===== config.mk =====
export PLATFORM = sky130hd
export DESIGN_NAME = demux12_2bits
export DESIGN_NICKNAME = d
export VERILOG_FILES = /design/src/rtl/demux_pkg.sv /design/src/rtl/demux_lane_fifo.sv /design/src/rtl/demux12_2bits.sv
export SDC_FILE = /design/constraint.sdc
export NUM_CORES = 1
export LEC_CHECK = 0
export ABC_AREA = 0
export CORE_MARGIN = 2
export CORE_UTILIZATION = 45
export CTS_CLUSTER_SIZE = 10
export DETAILED_ROUTE_END_ITERATION = 12
export PLACE_DENSITY_LB_ADDON = 0.1
export SETUP_SLACK_MARGIN = 0.1
export SLEW_MARGIN = 20
export SYNTH_ARGS = -nofsm -noshare
export SYNTH_HDL_FRONTEND = slang
export SYNTH_SLANG_ARGS = --single-unit

===== constraint.sdc =====
create_clock -name clk -period 2.15 [get_ports clk]
set_clock_uncertainty 0.1 [all_clocks]
set_input_delay 0.43 -clock clk [delete_from_list [all_inputs] [get_ports clk]]
set_output_delay 0.43 -clock clk [all_outputs]
set_load 0.005 [all_outputs]

===== src/rtl/demux_pkg.sv =====
// Shared constants and types for the 1:2 demultiplexer and its lane FIFOs.
package demux_pkg;

  localparam int unsigned WIDTH = 2;
  localparam int unsigned DEPTH = 2;
  localparam int unsigned CNT_W = 8;
  localparam int unsigned PTR_W = $clog2(DEPTH);

  // Lane index: 0 selects lane 0, 1 selects lane 1.
  typedef logic lane_t;

endpackage


===== src/rtl/demux_lane_fifo.sv =====
// Single-lane FIFO with wrap-bit pointers, zero head when empty and underflow protection.
module demux_lane_fifo #(
  parameter int unsigned WIDTH = 2,
  parameter int unsigned DEPTH = 2
) (
  input  logic             clk,
  input  logic             reset,
  input  logic             push,
  input  logic [WIDTH-1:0] push_data,
  input  logic             pop,
  output logic [WIDTH-1:0] head,
  output logic             empty,
  output logic             full
);

  localparam int unsigned PtrW = $clog2(DEPTH);

  logic [PtrW:0]      wr_ptr_q, rd_ptr_q;
  logic [WIDTH-1:0]   mem_q [DEPTH];
  logic               pop_ok, push_ok;

  always_comb begin
    empty   = (wr_ptr_q == rd_ptr_q);
    full    = (wr_ptr_q[PtrW-1:0] == rd_ptr_q[PtrW-1:0]) && (wr_ptr_q[PtrW] != rd_ptr_q[PtrW]);
    pop_ok  = pop && !empty;
    // A full lane still takes a word when the head leaves in the same cycle.
    push_ok = push && (!full || pop_ok);
    head    = empty ? '0 : mem_q[rd_ptr_q[PtrW-1:0]];
  end

  always_ff @(posedge clk) begin
    if (reset) begin
      wr_ptr_q <= '0;
      rd_ptr_q <= '0;
    end else begin
      if (push_ok) wr_ptr_q <= wr_ptr_q + (PtrW+1)'(1);
      if (pop_ok)  rd_ptr_q <= rd_ptr_q + (PtrW+1)'(1);
    end
  end

  always_ff @(posedge clk) begin
    if (push_ok && !reset) mem_q[wr_ptr_q[PtrW-1:0]] <= push_data;
  end

endmodule


===== src/rtl/demux12_2bits.sv =====
// Registered 1:2 demultiplexer: steers each accepted word into one of two buffered lanes.
module demux12_2bits
  import demux_pkg::*;
#(
  parameter int unsigned WIDTH = demux_pkg::WIDTH,
  parameter int unsigned DEPTH = demux_pkg::DEPTH,
  parameter int unsigned CNT_W = demux_pkg::CNT_W
) (
  input  logic             clk,
  input  logic             reset,
  input  lane_t            selector,
  input  logic             valid_in,
  input  logic [WIDTH-1:0] data_in,
  output logic             ready_out,
  output logic [WIDTH-1:0] data_out0,
  output logic             valid_out0,
  input  logic             pop0,
  output logic [WIDTH-1:0] data_out1,
  output logic             valid_out1,
  input  logic             pop1,
  output logic [CNT_W-1:0] count0,
  output logic [CNT_W-1:0] count1
);

  logic             empty0, empty1, full0, full1;
  logic             accept, push0, push1, lane_pop0, lane_pop1;
  logic [CNT_W-1:0] count0_q, count1_q;

  always_comb begin
    // Only the selected lane can stall the producer.
    ready_out = selector ? (!full1 || pop1) : (!full0 || pop0);
    accept    = valid_in && ready_out && !reset;
    push0     = accept && (selector == 1'b0);
    push1     = accept && (selector == 1'b1);
    lane_pop0 = pop0 && !reset;
    lane_pop1 = pop1 && !reset;
  end

  demux_lane_fifo #(
    .WIDTH (WIDTH),
    .DEPTH (DEPTH)
  ) u_lane0 (
    .clk       (clk),
    .reset     (reset),
    .push      (push0),
    .push_data (data_in),
    .pop       (lane_pop0),
    .head      (data_out0),
    .empty     (empty0),
    .full      (full0)
  );

  demux_lane_fifo #(
    .WIDTH (WIDTH),
    .DEPTH (DEPTH)
  ) u_lane1 (
    .clk       (clk),
    .reset     (reset),
    .push      (push1),
    .push_data (data_in),
    .pop       (lane_pop1),
    .head      (data_out1),
    .empty     (empty1),
    .full      (full1)
  );

  always_ff @(posedge clk) begin
    if (reset) begin
      count0_q <= '0;
      count1_q <= '0;
    end else begin
      if (push0) count0_q <= count0_q + CNT_W'(1);
      if (push1) count1_q <= count1_q + CNT_W'(1);
    end
  end

  assign valid_out0 = !empty0;
  assign valid_out1 = !empty1;
  assign count0     = count0_q;
  assign count1     = count1_q;

endmodule


# After elaboration in Yosys (flattened, before gate mapping)
# Memories as Yosys holds them, arrays and structs flattened. A register that Yosys moved wholly into a read port is not among the register bits.
# Cells that the tools add are included.
# word_totals
reg_bits,24
ramBits,8
inputBits,8
out_inout_bits,23
word_cells,55
n_memories,2
# memory_table
memory,words,word_bits,read_ports,rd_clocked_by_memory_dff,wr,line,source
u_lane0.mem_q,2,2,1,1,1,demux_lane_fifo.sv:19,logic [WIDTH-1:0] mem_q [DEPTH];
u_lane1.mem_q,2,2,1,1,1,demux_lane_fifo.sv:19,
# op_classes
addsub,6
n_eq_ne,6
mux,11
bitwise_logic,1
reduce_logical,23
# op_table
cell,count
$add 8x1->8 const B,2
$logic_and 1x1->1,14
$mux 1,9
$add 2x1->2 const B,4
$logic_not 1->1,5
$eq 2x2->1,2
$logic_or 1x1->1,4
$mux 2,2
$eq 1x1->1,2
$ne 1x1->1,2
$not 1->1,1

# Longest topological paths before layout
# Gate-level depths: netlist of run 1.
# depth
depth_word,12
ltp_mapped,5
mapped_depth_nobuf,4

# By module
# Synthesis of run 1 repeated with hierarchy kept, for this count alone.
# hier_totals
cells_unflattened,177
area_unflattened_um2,1704.1
# modules_own_cells
mod,n_inst,cells_per_inst,area_each_um2,seq_area_each_um2
demux12_2bits,1,95,868.3,320.3
demux_lane_fifo,2,41,417.9,220.2

# Least setup slack after synthesis of run 1
# No wires, ideal clock.
# synth_path
kind,input port to flip-flop
from,in selector
to,"reg count0_q[7], in the netlist count0[7]"
setup_ns,0.121
arrival_time_ns,1.491
t_required_ns,1.929
slack_ns,0.439
stages,4
path_buffers,0
cell_sequence,nor3b_1 -> o31ai_1 -> nor4_1 -> mux2_2
# synth_via
elab_chain_cells,4
elab_cells_between_ends,5
classes_between,mux: 1; bitwise: 1; reduce/logical: 3
# synth_lines
element,line,source
from (decl),demux12_2bits.sv:11,"input lane_t selector,"
$mux 1,demux12_2bits.sv:31,ready_out = selector ? (!full1 || pop1) : (!full0 || pop0);
$logic_and 1x1->1 (2 in series),demux12_2bits.sv:32,accept = valid_in && ready_out && !reset;
$logic_and 1x1->1 (*),demux12_2bits.sv:33,push0 = accept && (selector == 1'b0);
to (signal assigned),demux12_2bits.sv:72,if (push0) count0_q <= count0_q + CNT_W'(1);
to (decl),demux12_2bits.sv:27,"logic [CNT_W-1:0] count0_q, count1_q;"
# Every way passes the cells marked *; elsewhere a longest branch is shown, timed or not.
# A chain may end at the register's enable or synchronous reset.

# Worst setup path in the final report of run 1
# layout_path
from,reg u_lane1.wr_ptr_q[0]
to,out ready_out
# layout_via
elab_chain_cells,5
# layout_lines
element,line,source
from (decl),demux_lane_fifo.sv:18,"logic [PtrW:0] wr_ptr_q, rd_ptr_q;"
from (signal assigned),demux_lane_fifo.sv:36,if (push_ok) wr_ptr_q <= wr_ptr_q + (PtrW+1)'(1);
$eq 1x1->1,demux_lane_fifo.sv:24,full = (wr_ptr_q[PtrW-1:0] == rd_ptr_q[PtrW-1:0]) && (wr_ptr_q[PtrW] != rd_ptr_q[PtrW]);
$logic_and 1x1->1,demux_lane_fifo.sv:24,
$logic_not 1->1,demux12_2bits.sv:31,
$logic_or 1x1->1,demux12_2bits.sv:31,
$mux 1,demux12_2bits.sv:31,
to (decl),demux12_2bits.sv:14,"output logic ready_out,"
# Every way passes these cells.

==> results of run 1 <==
layer usage:
| layer | GRT usage, % | part of all wire [%] | vias up |
|---|---|---|---|
| li1 | - | - | 659 |
| met1 | 21.1 | 43 | 617 |
| met2 | 32.4 | 52 | 23 |
| met3 | 4.86 | 3.7 | 5 |
| met4 | 8.33 | 1.3 | 0 |
| met5 | 0 | 0 | - |
flip-flops by register name, indices dropped and copies added, names as in the netlist, named ones only:
register	cells
u_lane1.wr_ptr_q	2
u_lane1.mem_q	4
count1	8
u_lane0.rd_ptr_q	2
count0	8
u_lane0.wr_ptr_q	2
u_lane1.rd_ptr_q	2
u_lane0.mem_q	4
final cells by class:
type,count,area share (%)
Clock buffer,7,2.51
Clock inverter,1,0.228
Inverter,5,0.855
Multi-Input combinational cell,112,37.2
Sequential cell,34,35.6
Tap cell,46,2.62
Timing Repair Buffer,53,21.0
through the flow:
stage	hold WS, ns	setup slack (ns)	setup TNS, ns	instance area, µm²
2_1_floorplan	0.368	0.439	0	1560
3_3_place_gp	0.359	-0.247	-1.79	2000
3_5_place_dp	0.382	-0.256	-2.48	2000
4_1_cts	0.397	0.0797	0	2150
5_1_grt	0.430	0.0761	0	2190
6_report	0.392	0.167	0	2190
power groups by stage:
stage | logic, mW | clock network (mW) | registers (mW)
final | 0.302 | 0.370 | 0.722
after global routing | 0.334 | 0.407 | 0.727
after CTS | 0.290 | 0.375 | 0.718
after detailed placement | 0.258 | 0 | 0.727
after global placement | 0.249 | 0 | 0.725
after floorplan | 0.130 | 0 | 0.722
cell families after synthesis:
| family | synth area share [%] |
|---|---|
| fa+ha+maj | 1.60 |
| xor+xnor | 9.39 |
| flops | 48.8 |
| mux | 5.30 |
| buf+inv | 2.89 |
| compound gates | 12.5 |
| simple gates | 19.5 |
critical path, delay by kind of cell, from the launching register on:
| family | cells | cell delay (ns) |
|---|---|---|
| xor gates and xnor gates | 1 | 0.19 |
| buffers and inverters | 2 | 0.25 |
| DFF | 1 | 0.37 |
| and+or+nand+nor | 2 | 0.31 |
cells in the final DEF, fill, tap and decap left out, drive strengths merged, types with 3 or more instances in the layout:
cell / instances
clkdlybuf4s50: 20
edfxtp: 8
xor2: 11
nor2b: 4
clkbuf: 7
nand2: 4
dlygate4sd2: 9
mux2i: 6
nand3: 4
or4: 3
or3: 7
o31ai: 5
xnor2: 4
o21ai: 10
a21oi: 10
buf: 24
dfxtp: 26
nor2: 26
inv: 5
worst paths after layout:
kind	slack [ns]	to	cells after the start
setup / recovery	0.17	ready_out	5
hold / removal	0.39	count1[7]$_SDFFE_PP0P_	2
setup reg to reg	0.26	count1[1]$_SDFFE_PP0P_	7
hold reg to reg	0.39	count1[7]$_SDFFE_PP0P_	2
timing repair:
action,in CTS,in global routing
resized for setup,31,6
pin swaps,9,5
buffers inserted,6,2
setup endpoints to repair,7,5
==> summary.txt, run 1 <==
Setup Viol. Count Final: 0
min-delay src: count1[7]$_SDFFE_PP0P_
vias in the first global route: 1277
clk_lat worst skew: 0.33 ns
Power Density: 635 nW/µm²
Antenna Nets Post-Route: 0
combinational power share: 21.7%
Synth async-reset ratio: 0%
fill count: 282
fin crit share: 92.2%
post-layout util: 65.8%
initial antenna violation count: 0
initial core utilization: 46.7%
Placed Instances: 242
clock sink count: 34
floorplan row count: 21
total power draw: 1.39 mW
Crit Path Max Fanout: 3
Synth area leader: dfxtp_1
Critical Path End Type: output port
Mapped Nets: 166
Reg clk slew, reported paths: 0.11 ns
final WL: 3340 µm
io pins: 31
synth warn: 0
Finished Layout Cells: 258
CORE AREA: 3340 µm²
kind of critical path: flop to output port
Syn Area/Cell: 9.99 µm²
GRT Util Overall: 18.6%
run status: complete, no violations
grt ovf: 0
via count: 1304
Seq. cell area: 781 µm²
register area share after synthesis: 48.8%
Fin. Hold Viols: 0
Post-synth top flop: dfxtp_1
First-pass DRT Iterations: 4
Port Buffers: 30
internal power: 1.01 mW
Mapped Cells: 156
Post-route DRC: 0
Layout Area Growth over Synthesis: 40.8%
synthesized flop and latch total: 34
final net count: 221
die height: 62.9 µm
Max rail drop VDD: 337 µV
depth of the CTS H-tree: 2
Synth cell types: 32
Worst EP required: 1.62 ns
layout cell share with drive strength beyond 1: 26.4%
Hold WC Path Type: flop to flop
Slowest cell on crit path: dfxtp_2
RSZ-0062 raised after global routing: true
sequential group share of total power: 51.8%
CTS Buf Count: 5
top cells by count, synth: dfxtp_1 (26), nor2_1 (26), a21oi_1 (10), o21ai_0 (10), xor2_1 (9)
diode count: 0
fin crit period: 1.98 ns
Slowest Stage Delay on Critical Path: 0.37 ns
Post-synth EDFFs: 8
Net Sw Power: 0.388 mW
Max Fclk: 504 MHz
CTS root buf: clkbuf_4
switching part of the total: 27.8%
mapped cell area: 1560 µm²
first-pass GRT wire length: 5750 µm
maximum clock path buffer count: 2
origin of the critical flop-to-flop path: u_lane1.wr_ptr_q[0]$_SDFFE_PP0P_
CP arrival: 1.45 ns
Slew headroom: 71.8%
Worst-Margin Slew: 0.421 ns
hpwl dp: 2340 µm
post-synth top area share: 33.4%
crit path launch type: flop
Clk network pwr share: 26.5%
GPL Wtd Cong: 0.773
max_cap viols: 0
largest net degree at the start of global routing: 20
CP Cell Sequence: xor2_4 > buf_6 > nor4b_4 > nor2_2 > buf_2
Via density: 5.05
Leakage: 0.840 nW
First DRT Iteration DRCs: 37
Die Wd: 62.9 µm
# hold bufs at CTS: 0
area of the multi-input gates: 817 µm²
Routed wire per std cell: 12.9 µm
origin of the worst setup path: u_lane1.wr_ptr_q[0]$_SDFFE_PP0P_
CTS tree: built
largest cells by area after synthesis: dfxtp_1 (33%), edfxtp_1 (15%), nor2_1 (6.3%)
die area: 3950 µm²
count of final max-slew check failures: 0
(Power assumes the default switching activity.)
==> run 2: changes to the inputs <==
SYNTH_HIERARCHICAL = 1   (was not set)
==> run 2 against run 1 <==
  * Die area up 8.7%
  * Setup slack worse by 0.026 ns
  * Maximum frequency down 1.3%
  * Critical path type is now input port to flop
  * Critical endpoint is now u_lane1/mem_q[1][1]$_DFFE_PP_
  * Highest routed layer unchanged
==> summary.txt, run 2 <==
run status: complete, no violations (unchanged)
Mapped Nets: 187 (was 166)
Worst-Margin Slew: 0.363 ns (was 0.421 ns)
Slowest cell on crit path: clkdlybuf4s50_1 (was dfxtp_2)
xor and xnor area share after synthesis: 9.77% (was 9.39%)
commonest non-fill, non-tap cells in the layout: buf_4 (28), clkdlybuf4s50_1 (21), nor2_1 (20), dfxtp_1 (20), nand2_1 (10) (was nor2_1 (23), buf_4 (22), clkdlybuf4s50_1 (20), dfxtp_1 (18))
Die Wd: 65.5 µm (was 62.9 µm)
Synth Area in Compound Gates: 6.90% (was 12.5%)
die height: 65.5 µm (was 62.9 µm)
Syn Area/Cell: 9.63 µm² (was 9.99 µm²)
largest net degree at the start of global routing: 18 (was 20)
Adder-Cell Fraction of Synth Area: 1.47% (was 1.61%)
Port Buffers: 30 (unchanged)
First-pass DRT Iterations: 4 (unchanged)
via count: 1484 (was 1304)
Mapped Cells: 177 (was 156)
kind of critical path: input port to flop (was flop to output port)
depth of the CTS H-tree: 2 (unchanged)
commonest non-fill, non-tap cell in the layout: buf_4 (was nor2_1)
final WL: 3740 µm (was 3340 µm)
CP Cell Sequence: clkdlybuf4s50_1 > and2b_1 > buf_4 > nor2_2 > nand2_2 > nor3_1 (was xor2_4 > buf_6 > nor4b_4 > nor2_2 > buf_2)
Fin. Hold Viols: 0 (unchanged)
Synth cell types: 39 (was 32)
Max Fclk: 498 MHz (was 504 MHz)
maximum clock path buffer count: 2 (unchanged)
final net count: 251 (was 221)
synthesized flop and latch total: 34 (unchanged)
Routed wire per std cell: 12.9 µm (about the same)
GRT Util Overall: 19.0% (was 18.6%)
hpwl dp: 2650 µm (was 2340 µm)
post-synth top area share: 30.5% (was 33.4%)
fin area: 2460 µm² (was 2190 µm²)
Post-route DRC: 0 (unchanged)
Power Density: 508 nW/µm² (was 635 nW/µm²)
floorplan row count: 22 (was 21)
grt ovf: 0 (unchanged)
Slew headroom: 75.6% (was 71.8%)
crit path launch type: input port (was flop)
fin crit period: 2.01 ns (was 1.98 ns)
Reg clk slew, reported paths: 0.07 ns (was 0.11 ns)
Synth async-reset ratio: 0% (unchanged)
mux cell area share after synthesis: 3.23% (was 5.30%)
max_cap viols: 0 (unchanged)
initial antenna violation count: 0 (unchanged)
Hold WC Path Type: flop to flop (unchanged)
Crit Path Max Fanout: 4 (was 3)
CTS Buf Count: 5 (unchanged)
io pins: 31 (unchanged)
Leakage: 0.981 nW (was 0.840 nW)
Setup Viol. Count Final: 0 (unchanged)
Placed Area: 2240 µm² (was 2000 µm²)
Layout Area Growth over Synthesis: 44.3% (was 40.8%)
CTS root buf: clkbuf_8 (was clkbuf_4)
# hold bufs at CTS: 0 (unchanged)
Post-synth EDFFs: 8 (unchanged)
clock sink count: 34 (unchanged)
mapped cell area: 1700 µm² (was 1560 µm²)
Antenna Nets Post-Route: 0 (unchanged)
total power draw: 1.25 mW (was 1.39 mW)
top cells by count, synth: dfxtp_1 (26), nor2_1 (24), nand2_1 (11) (was dfxtp_1 (26), nor2_1 (26), a21oi_1 (10), o21ai_0 (10), xor2_1 (9))
GPL Wtd Cong: 0.768 (was 0.773)
CTS tree: built (unchanged)
combinational family with the most area after synthesis: simple AND/OR/NAND/NOR gates (unchanged)
Critical Path End Type: flop (was output port)
RSZ-0062 raised after global routing: false (was true)
count of final max-slew check failures: 0 (unchanged)
Slowest Stage Delay on Critical Path: 0.51 ns (was 0.37 ns)
First DRT Iteration DRCs: 45 (was 37)
Max rail drop VDD: 449 µV (was 337 µV)
diode count: 0 (unchanged)
Post-synth top flop: dfxtp_1 (unchanged)
die area: 4300 µm² (was 3950 µm²)
clk_lat worst skew: 0.28 ns (was 0.33 ns)
Synth area leader: dfxtp_1 (unchanged)
Via density: 5.13 (was 5.05)
CORE AREA: 3660 µm² (was 3340 µm²)
synth warn: 6 (was 0)
layout cell share with drive strength beyond 1: 29.0% (was 26.4%)
most frequent cell after synthesis: dfxtp_1
first-pass GRT wire length: 6280 µm (was 5750 µm)
setup TNS: 0 ns (unchanged)
largest cells by area after synthesis: dfxtp_1 (31%), edfxtp_1 (14%), nor2_1 (5.3%) (was dfxtp_1 (33%), edfxtp_1 (15%), nor2_1 (6.3%))
initial core utilization: 46.5% (was 46.7%)
fin crit share: 93.5% (was 92.2%)
vias in the first global route: 1477 (was 1277)
CP arrival: 1.86 ns (was 1.45 ns)
post-synthesis simple-gate area fraction: 32.8% (was 19.5%)
Worst EP required: 2.00 ns (was 1.62 ns)
register area share after synthesis: 44.6% (was 48.8%)
run 2: cell types whose count changed in the layout (fill, tap and decap cells not counted), sizes merged, moves of 4 or more:
cell	previous run	this run
a31oi	0	8
buf	24	29
dlygate4sd2	9	5
nand2	4	11
nand2b	0	7
nand3	4	8
nor3	1	5
o21ai	10	3
o31ai	5	0
or3	7	2
xnor2	4	9
run 2: worst paths after layout:
kind	start	end	slack [ns]	cells past startpoint
worst max-delay path	pop1	u_lane1/mem_q[1][1]$_DFFE_PP_	0.14	6
worst min-delay path	u_lane1/wr_ptr_q[1]$_SDFFE_PP0P_	u_lane1/wr_ptr_q[1]$_SDFFE_PP0P_	0.43	2
worst max register to register	u_lane1/rd_ptr_q[0]$_SDFFE_PP0P_	u_lane1/mem_q[1][1]$_DFFE_PP_	0.20	7
worst min register to register	u_lane1/wr_ptr_q[1]$_SDFFE_PP0P_	u_lane1/wr_ptr_q[1]$_SDFFE_PP0P_	0.43	2
run 2: cell families after synthesis:
| kind of cell | Yosys count |
|---|---|
| compound gates | 20 |
| simple gates | 92 |
| xor+xnor | 19 |
| buf+inv | 5 |
| flops | 34 |
| fa+ha+maj | 2 |
| mux | 5 |
run 2: stage by stage:
stage	hold slack, ns	std cells	util (%)	worst slack, ns
after floorplan	0.392	177	-	0.118
after global placement	0.401	278	61.3	-0.210
after detailed placement	0.420	278	61.3	-0.184
after CTS	0.429	288	66.0	0.0544
after global routing	0.460	289	67.2	0.108
final	0.432	289	67.2	0.140
run 2: worst max-delay path: cells and delay by family:
kind,cells,cell delay [ns]
simple gates,4,0.79
buf+inv,2,0.65
run 2: layout make-up:
| type | instances | area, µm² |
|---|---|---|
| fillers | 291 | 1200 |
| clock inverters | 2 | 10.0 |
| inverters | 3 | 11.3 |
| flip-flops and latches | 34 | 776 |
| well taps | 48 | 60.1 |
| clock buffers | 5 | 68.8 |
| multi-input cells | 138 | 1020 |
| repair buffers | 59 | 518 |
run 2: repair_timing:
action                     4_1_cts  5_1_grt
pin swaps                        4        5
setup endpoints to repair       11       10
gates resized for setup         25       14
buffers inserted                 3        1
run 2: routing by layer:
metal  GRT usage [%]  share of wire (%)  vias to the layer above
met5               0                  0                        -
met4            8.33                1.6                        0
met3            4.11                3.5                        5
met2            33.8                 50                       30
met1            21.9                 45                      697
li1                -                  -                      752
run 2: where the power goes:
part,internal (mW),switching (mW),leakage [nW],total [mW]
registers,0.659,0.00983,0.286,0.669
logic,0.0729,0.0628,0.651,0.136
clock network,0.217,0.228,0.0438,0.445
